--- src/rtl/l1i_pkg.sv ---
// Shared types, widths and helpers for the L1I refill controller.
package l1i_pkg;

    localparam int FetchingAddressWidth    = 64;
    localparam int CacheLineWith           = 512;
    localparam int OffsetWidth             = 6;
    localparam int BeatWidth               = 256;
    localparam int BeatsPerRefill          = 2 * CacheLineWith / BeatWidth;
    localparam int BeatCountWidth          = $clog2(BeatsPerRefill);
    localparam int PidSize                 = 20;
    localparam int TidSize                 = 16;
    localparam int InstructionCounterWidth = 64;
    localparam int QueueDepth              = 2;

    typedef enum logic [1:0] {
        IDLE   = 2'd0,
        REQ    = 2'd1,
        WAIT   = 2'd2,
        UPDATE = 2'd3
    } refill_state_e;

    typedef struct packed {
        logic [FetchingAddressWidth-1:0]    address;
        logic [InstructionCounterWidth-1:0] inst_major_id;
        logic [PidSize-1:0]                 pid;
        logic [TidSize-1:0]                 tid;
    } miss_entry_t;

    localparam int MissEntryWidth = $bits(miss_entry_t);

    // Bits that make two misses "the same refill": line address and owner Pid.
    localparam logic [MissEntryWidth-1:0] DupCompareMask = {
        {(FetchingAddressWidth - OffsetWidth){1'b1}}, {OffsetWidth{1'b0}},
        {InstructionCounterWidth{1'b0}},
        {PidSize{1'b1}},
        {TidSize{1'b0}}
    };

    // Clears the byte-offset bits, leaving the cacheline address.
    function automatic logic [FetchingAddressWidth-1:0] lineAddress(
        input logic [FetchingAddressWidth-1:0] addr
    );
        logic [FetchingAddressWidth-1:0] r;
        r = addr;
        r[OffsetWidth-1:0] = '0;
        return r;
    endfunction

endpackage

--- src/rtl/miss_fifo.sv ---
// Synchronous FIFO for pending misses with a masked per-entry lookup so the
// owner can spot duplicates among queued (and in-flight head) entries.
// DEPTH must be a power of two: pointers wrap by natural overflow.
module miss_fifo #(
    parameter int            W          = 8,
    parameter int            DEPTH      = 2,
    parameter logic [W-1:0]  MATCH_MASK = '1
) (
    input  logic             clk_i,
    input  logic             rst_ni,
    input  logic             push_i,
    input  logic [W-1:0]     push_data_i,
    input  logic             pop_i,
    input  logic [W-1:0]     lookup_data_i,
    output logic [W-1:0]     head_data_o,
    output logic             full_o,
    output logic             empty_o,
    output logic [DEPTH-1:0] lookup_hit_o
);

    localparam int PtrW = (DEPTH > 1) ? $clog2(DEPTH) : 1;

    logic [W-1:0]    mem_q [DEPTH];
    logic [W-1:0]    mem_d [DEPTH];
    logic [PtrW-1:0] rd_ptr_q, rd_ptr_d, wr_ptr_q, wr_ptr_d;
    logic [PtrW:0]   count_q, count_d;
    logic [PtrW-1:0] age;
    logic            do_push, do_pop;

    assign full_o      = (count_q == (PtrW+1)'(DEPTH));
    assign empty_o     = (count_q == '0);
    assign head_data_o = mem_q[rd_ptr_q];

    // Next pointers/storage; a push into a full FIFO is taken when a pop frees a slot.
    always_comb begin
        mem_d    = mem_q;
        rd_ptr_d = rd_ptr_q;
        wr_ptr_d = wr_ptr_q;
        do_pop   = pop_i && !empty_o;
        do_push  = push_i && (!full_o || do_pop);
        if (do_push) begin
            mem_d[wr_ptr_q] = push_data_i;
            wr_ptr_d        = wr_ptr_q + 1'b1;
        end
        if (do_pop) begin
            rd_ptr_d = rd_ptr_q + 1'b1;
        end
        count_d = count_q + (PtrW+1)'(do_push) - (PtrW+1)'(do_pop);
    end

    // Entry i is live when its distance from the read pointer is below the count.
    always_comb begin
        lookup_hit_o = '0;
        age          = '0;
        for (int i = 0; i < DEPTH; i++) begin
            age = PtrW'(i) - rd_ptr_q;
            lookup_hit_o[i] = ({1'b0, age} < count_q) &&
                              (((mem_q[i] ^ lookup_data_i) & MATCH_MASK) == '0);
        end
    end

    // State registers with synchronous active-low reset.
    always_ff @(posedge clk_i) begin
        if (!rst_ni) begin
            rd_ptr_q <= '0;
            wr_ptr_q <= '0;
            count_q  <= '0;
            for (int i = 0; i < DEPTH; i++) begin
                mem_q[i] <= '0;
            end
        end else begin
            rd_ptr_q <= rd_ptr_d;
            wr_ptr_q <= wr_ptr_d;
            count_q  <= count_d;
            mem_q    <= mem_d;
        end
    end

endmodule

--- src/rtl/l1i_refill_controller.sv ---
// L1I refill sequencer: queues misses, issues one line-pair read at a time,
// assembles four response beats into two lines and strobes the cache update.
// Handshakes: memReq_o is a valid held with a stable address until a rising
// edge sees memReqReady_i=1; each edge with memRespValid_i=1 in WAIT delivers
// one beat (no backpressure); cacheUpdate_o is a one-cycle strobe.
module l1i_refill_controller
    import l1i_pkg::*;
(
    input  logic                               clock_i,
    input  logic                               reset_i,
    input  logic                               cacheMiss_i,
    input  logic [FetchingAddressWidth-1:0]    missedAddress_i,
    input  logic [InstructionCounterWidth-1:0] missedInstMajorId_i,
    input  logic [PidSize-1:0]                 missedPid_i,
    input  logic [TidSize-1:0]                 missedTid_i,
    output logic                               missOverflow_o,
    output logic                               memReq_o,
    output logic [FetchingAddressWidth-1:0]    memReqAddress_o,
    input  logic                               memReqReady_i,
    input  logic                               memRespValid_i,
    input  logic [BeatWidth-1:0]               memRespData_i,
    output logic                               cacheUpdate_o,
    output logic [FetchingAddressWidth-1:0]    cacheUpdateAddress_o,
    output logic [CacheLineWith-1:0]           cacheUpdateLine1_o,
    output logic [CacheLineWith-1:0]           cacheUpdateLine2_o,
    output logic [PidSize-1:0]                 cacheUpdatePid_o,
    output logic [TidSize-1:0]                 cacheUpdateTid_o,
    output logic [InstructionCounterWidth-1:0] cacheUpdateInstMajorId_o,
    output logic                               busy_o,
    output logic [1:0]                         fsmState_o
);

    localparam logic [BeatCountWidth-1:0] LastBeat = BeatCountWidth'(BeatsPerRefill - 1);

    refill_state_e                          state_q, state_d;
    logic [BeatCountWidth-1:0]              beat_cnt_q, beat_cnt_d;
    // Earlier beats shift in from the LSB end; the final beat completes the pair.
    logic [(BeatsPerRefill-1)*BeatWidth-1:0] beats_q, beats_d;
    logic                                   mem_req_q, mem_req_d;
    logic [FetchingAddressWidth-1:0]        mem_req_addr_q, mem_req_addr_d;
    logic                                   overflow_q, overflow_d;
    logic                                   update_q, update_d;
    logic [FetchingAddressWidth-1:0]        upd_addr_q, upd_addr_d;
    logic [CacheLineWith-1:0]               line1_q, line1_d, line2_q, line2_d;
    logic [PidSize-1:0]                     upd_pid_q, upd_pid_d;
    logic [TidSize-1:0]                     upd_tid_q, upd_tid_d;
    logic [InstructionCounterWidth-1:0]     upd_id_q, upd_id_d;

    miss_entry_t                 miss_entry, head_entry;
    logic [MissEntryWidth-1:0]   head_raw;
    logic                        fifo_full, fifo_empty, push, pop, is_dup;
    logic [QueueDepth-1:0]       lookup_hit;

    assign miss_entry = '{address: missedAddress_i, inst_major_id: missedInstMajorId_i,
                          pid: missedPid_i, tid: missedTid_i};
    assign head_entry = miss_entry_t'(head_raw);

    miss_fifo #(
        .W          (MissEntryWidth),
        .DEPTH      (QueueDepth),
        .MATCH_MASK (DupCompareMask)
    ) u_miss_fifo (
        .clk_i         (clock_i),
        .rst_ni        (reset_i),
        .push_i        (push),
        .push_data_i   (miss_entry),
        .pop_i         (pop),
        .lookup_data_i (miss_entry),
        .head_data_o   (head_raw),
        .full_o        (fifo_full),
        .empty_o       (fifo_empty),
        .lookup_hit_o  (lookup_hit)
    );

    // Miss admission, FSM next state, beat assembly and registered output values.
    always_comb begin
        state_d        = state_q;
        beat_cnt_d     = beat_cnt_q;
        beats_d        = beats_q;
        mem_req_d      = mem_req_q;
        mem_req_addr_d = mem_req_addr_q;
        update_d       = 1'b0;
        upd_addr_d     = '0;
        line1_d        = '0;
        line2_d        = '0;
        upd_pid_d      = '0;
        upd_tid_d      = '0;
        upd_id_d       = '0;

        // The head stays queued until UPDATE, so it also covers the in-flight refill.
        pop        = (state_q == UPDATE);
        is_dup     = |lookup_hit;
        push       = cacheMiss_i && !is_dup && (!fifo_full || pop);
        overflow_d = cacheMiss_i && !is_dup && fifo_full && !pop;

        case (state_q)
            IDLE: begin
                if (!fifo_empty) begin
                    state_d        = REQ;
                    mem_req_d      = 1'b1;
                    mem_req_addr_d = lineAddress(head_entry.address);
                end
            end
            REQ: begin
                if (memReqReady_i) begin
                    state_d        = WAIT;
                    mem_req_d      = 1'b0;
                    mem_req_addr_d = '0;
                    beat_cnt_d     = '0;
                end
            end
            WAIT: begin
                if (memRespValid_i) begin
                    if (beat_cnt_q == LastBeat) begin
                        state_d              = UPDATE;
                        update_d             = 1'b1;
                        {line1_d, line2_d}   = {beats_q, memRespData_i};
                        upd_addr_d           = head_entry.address;
                        upd_pid_d            = head_entry.pid;
                        upd_tid_d            = head_entry.tid;
                        upd_id_d             = head_entry.inst_major_id;
                    end else begin
                        beats_d    = {beats_q[(BeatsPerRefill-2)*BeatWidth-1:0], memRespData_i};
                        beat_cnt_d = beat_cnt_q + 1'b1;
                    end
                end
            end
            UPDATE: begin
                state_d = IDLE;
            end
            default: begin
                state_d = IDLE;
            end
        endcase
    end

    // All state and outputs registered; synchronous active-low reset clears everything.
    always_ff @(posedge clock_i) begin
        if (!reset_i) begin
            state_q        <= IDLE;
            beat_cnt_q     <= '0;
            beats_q        <= '0;
            mem_req_q      <= 1'b0;
            mem_req_addr_q <= '0;
            overflow_q     <= 1'b0;
            update_q       <= 1'b0;
            upd_addr_q     <= '0;
            line1_q        <= '0;
            line2_q        <= '0;
            upd_pid_q      <= '0;
            upd_tid_q      <= '0;
            upd_id_q       <= '0;
        end else begin
            state_q        <= state_d;
            beat_cnt_q     <= beat_cnt_d;
            beats_q        <= beats_d;
            mem_req_q      <= mem_req_d;
            mem_req_addr_q <= mem_req_addr_d;
            overflow_q     <= overflow_d;
            update_q       <= update_d;
            upd_addr_q     <= upd_addr_d;
            line1_q        <= line1_d;
            line2_q        <= line2_d;
            upd_pid_q      <= upd_pid_d;
            upd_tid_q      <= upd_tid_d;
            upd_id_q       <= upd_id_d;
        end
    end

    assign missOverflow_o           = overflow_q;
    assign memReq_o                 = mem_req_q;
    assign memReqAddress_o          = mem_req_addr_q;
    assign cacheUpdate_o            = update_q;
    assign cacheUpdateAddress_o     = upd_addr_q;
    assign cacheUpdateLine1_o       = line1_q;
    assign cacheUpdateLine2_o       = line2_q;
    assign cacheUpdatePid_o         = upd_pid_q;
    assign cacheUpdateTid_o         = upd_tid_q;
    assign cacheUpdateInstMajorId_o = upd_id_q;
    assign busy_o                   = (state_q != IDLE) || !fifo_empty;
    assign fsmState_o               = state_q;

endmodule

--- config.mk ---
export PLATFORM = sky130hd
export DESIGN_NAME = l1i_refill_controller
export DESIGN_NICKNAME = d
export VERILOG_FILES = /design/src/rtl/l1i_pkg.sv /design/src/rtl/miss_fifo.sv /design/src/rtl/l1i_refill_controller.sv
export SDC_FILE = /design/constraint.sdc
export NUM_CORES = 2
export LEC_CHECK = 0
export BUFFER_PORTS_ARGS = -buffer_cell sky130_fd_sc_hd__buf_2
export CORE_AREA = 2 2 662 664
export DETAILED_ROUTE_END_ITERATION = 7
export DIE_AREA = 0 0 664 666
export PLACE_DENSITY = 0.46
export REMOVE_ABC_BUFFERS = 1
export SLEW_MARGIN = 20
export SYNTH_ARGS = -nofsm -noshare
export SYNTH_HDL_FRONTEND = slang
export SYNTH_SLANG_ARGS = --single-unit
--- constraint.sdc ---
create_clock -name clock_i -period 2.2 [get_ports clock_i]
set_input_delay 0.11 -clock clock_i [delete_from_list [all_inputs] [get_ports clock_i]]
set_output_delay 0.11 -clock clock_i [all_outputs]
set_load 0.02 [all_outputs]
==> impl_metrics.toml <==
[global_route]
antenna_found_initial = 168
grt_max_degree = 105
grt_first_pass_wirelength_um = 480600
grt-ovfl-total = 0
grt_pass1_vias = 61319
grt_usage = 0.1517

[setup_path]
r2r-start = "u_miss_fifo.mem_q[197]"
rrSetupSlack_ns = -0.47
worst_path_max_delay_cell = "nor4_4"
crit_chain = "xor2_1 -> nor4_4 -> buf_4 -> nand4_1 -> nor4_4 -> buf_4 -> nand2_4 -> nand4_4 -> buf_12 -> clkbuf_16 -> buf_6 -> mux2i_1"
slowest_delay_ns = 0.33
reg2reg_depth = 12
worstPathArrival_ns = 3.45
crit_path_max_fanout = 6
r2r-end = "u_miss_fifo.mem_q[161]"
start_kind = "flip-flop"
critical_path_required_ns = 2.98
critical_path_class = "flip-flop to flip-flop"
cp-end-kind = "flip-flop"

[route]
dr.pass1.iters = 5
wire_per_inst_um = 21.52
vias = 61832
drt_iter0_markers = 3648
routed_wl_um = 353200
vias_per_cell = 3.767
postRouteAntennaNets = 0
drc_errors = 0

[layout]
finalNetCount = 10818
final.fill_count = 47382
area_growth_pct = 45.48
drive_gt1_frac = 0.2524
utilization = 0.2539

[clock_tree]
cts_inserted_buffers = 278
clkTransAtPathRegs_ns = 0.06
clock-sinks = 2353
clockRootBuffer = "clkbuf_16"
cts_max_level = 5
cts_buffer_depth = 4
cts_tree = "built"
clock_latency_ns = 0.89

[timing]
finalCritPeriodShare = 1.214
fin_tns_setup_ns = -124.81
finalSetupViolations = 331
clock_skew_ns = 0.04973
timing.hold.ws_ns = 0.09747
hold_violations = 0
fin_ws_ns = -0.4703
worst_slew_pin_slew_ns = 0.8740
slew_headroom = 0.4173
report.final.slew_viol_count = 0
min_period_ns = 2.670
clock.fmax_mhz = 374.5
rsz0062_at_grt = "yes"

[synthesis]
netlist_instances = 7811
syn_area_per_cell_um2 = 9.744
ys.flop_type = "dfxtp_1"
netlist-cell-type-count = 45
ys_warn_count = 0
synth_area_um2 = 76110
ys_async_sr_fraction = 0
synth_edf_count = 0
yosysSeqAreaShare = 0.6189
synth-seq-cells = 2353

[place]
detailedPlace.worstSlack_ns = -0.9820
port_buffers = 1676
dp_hpwl_um = 273500
gp_congestion = 0.8732

[worst_hold_path]
timing.hold.worst.start = "memRespData_i[253]"
hold_class = "input pin to flip-flop"
min_delay_worst_endpoint = "cacheUpdateLine2_o[253]"
hold_depth = 3

[floorplan]
pin_count = 1683
die_area_um2 = 442200
die_y_um = 666
core_area_um2 = 436000
num_rows = 243
initial_core_util = 0.1746
die_w_um = 664

[power]
p_per_area_nw_per_um2 = 925.6
p_leak_uw = 0.04719
power_uw = 102500
max-vdd-ir-drop_mv = 0.6702

[run_status]
status = "finished with violations"
violations = "setup timing"

[flow_run]
cap_violations = 0
## metrics by stage
| step | instance area (um^2) | instances |
|---|---|---|
| 2_1_floorplan | 73560 | 7294 |
| 3_3_place_gp | 94020 | 15217 |
| 3_5_place_dp | 94020 | 15217 |
| 4_1_cts | 110100 | 16339 |
| 5_1_grt | 110600 | 16381 |
| 6_report | 110700 | 16415 |
## sequential cells by signal, indices dropped and copies added (netlist names)
name and count:
beats_q 768, memReqAddress_o 58, cacheUpdateLine2_o 512, memReq_o 1
fsmState_o 2, beat_cnt_q 2, cacheUpdateLine1_o 512, cacheUpdate_o 1
cacheUpdateTid_o 16, u_miss_fifo.count_q 2, u_miss_fifo.mem_q 328, u_miss_fifo.rd_ptr_q 1
u_miss_fifo.wr_ptr_q 1, missOverflow_o 1, cacheUpdateAddress_o 64, cacheUpdatePid_o 20
cacheUpdateInstMajorId_o 64
## cells in the final DEF, fill, tap and decap left out, drive strengths merged, types with 2 or more instances in the layout
master       instances
nor2b               62
nand3                3
and2              1026
buf               2193
nor3                 5
o21ai                3
a21oi              829
diode               64
nor4                23
xnor2               79
ha                   7
or4                  2
o221ai               3
mux2i              491
conb                 6
nand2             2041
clkbuf             405
dfxtp             2353
a22oi                3
clkinv              46
xor2                73
bufinv              18
clkinvlp             4
dlygate4sd3        611
inv                 38
nand4               23
nor2               232
## layout make-up
class                   instances  area (um^2)  area share
well taps                    5757         7203     0.06506
multi-input cells            4925        26650      0.2407
inverters                      16        75.07   0.0006780
flip-flops and latches       2353        47120      0.4255
repair buffers               2812        20270      0.1831
clock buffers                 398         8073     0.07291
diodes                         64        160.2    0.001446
clock inverters                90         1171     0.01058
## cells in the mapped netlist, types with 5 or more instances
master,number,area share
xor2_1,73,0.0084
clkbuf_1,459,0.023
buf_12,36,0.0095
nor3_1,5,0.00033
and2_1,1026,0.084
nand2_1,2039,0.10
nor2_1,231,0.011
nand4_1,22,0.0018
xnor2_1,79,0.0091
nor2b_1,62,0.0051
nor4_1,22,0.0018
a21oi_1,829,0.055
dfxtp_1,2353,0.62
mux2i_1,491,0.065
inv_1,14,0.00069
ha_1,7,0.0012
buf_1,19,0.00094
buf_4,6,0.00059
## worst max-delay path: cells and delay by family (launching register included)
family | cells | cell delay, ns
mux | 1 | 0.18
flops | 1 | 0.32
xor+xnor | 1 | 0.17
buf+inv | 5 | 0.76
simple gates | 5 | 1.13
## where the power goes
part           switching (uW)  internal [uW]  total (uW)
combinational            6240           4380       10600
sequential                845          43700       44500
clock                   19500          27800       47300
## worst max-delay path by stage
stage,startpoint,endpoint,slack (ns),cells after the start
floorplan,fsmState_o[1],beat_cnt_q[1],-24.61,6
global placement,missedAddress_i[9],u_miss_fifo.mem_q[308],-0.90,12
detailed placement,missedAddress_i[9],u_miss_fifo.mem_q[257],-0.98,12
CTS,u_miss_fifo.mem_q[138],u_miss_fifo.mem_q[258],-0.44,12
global route,u_miss_fifo.mem_q[138],u_miss_fifo.mem_q[291],-0.55,13
finish,u_miss_fifo.mem_q[197],u_miss_fifo.mem_q[161],-0.47,12
## repair_timing
item,in CTS,in global routing
gates cloned,10,7
hold buffers,611,0
gates resized for setup,66,45
endpoints found under the hold margin,956,0
pin swaps,10,9
buffers inserted,13,7
endpoints found under the setup margin,339,400
## kinds of logic (layout without fill, tap and decap cells)
group | Yosys count | after routing | share of synthesized area
AND/OR/NAND/NOR | 3422 | 3422 | 0.2069
flip-flops | 2353 | 2353 | 0.6189
adder cells (fa/ha/maj) | 7 | 7 | 0.001151
multiplexers | 491 | 491 | 0.06458
buffers and inverters | 538 | 3316 | 0.03456
other | 1 | 70 | 0.00004927
AO/OA/AOI/OAI | 847 | 847 | 0.05632
XOR/XNOR | 152 | 152 | 0.01749
## metal layers
layer,global-route usage,up-vias,routed length [um]
li1,-,30097,-
met1,0.1793,29185,142300
met2,0.2622,1880,171400
met3,0.04152,600,24970
met4,0.05441,70,14180
met5,0,-,450
Note: power is estimated with default switching activity, not from simulation.
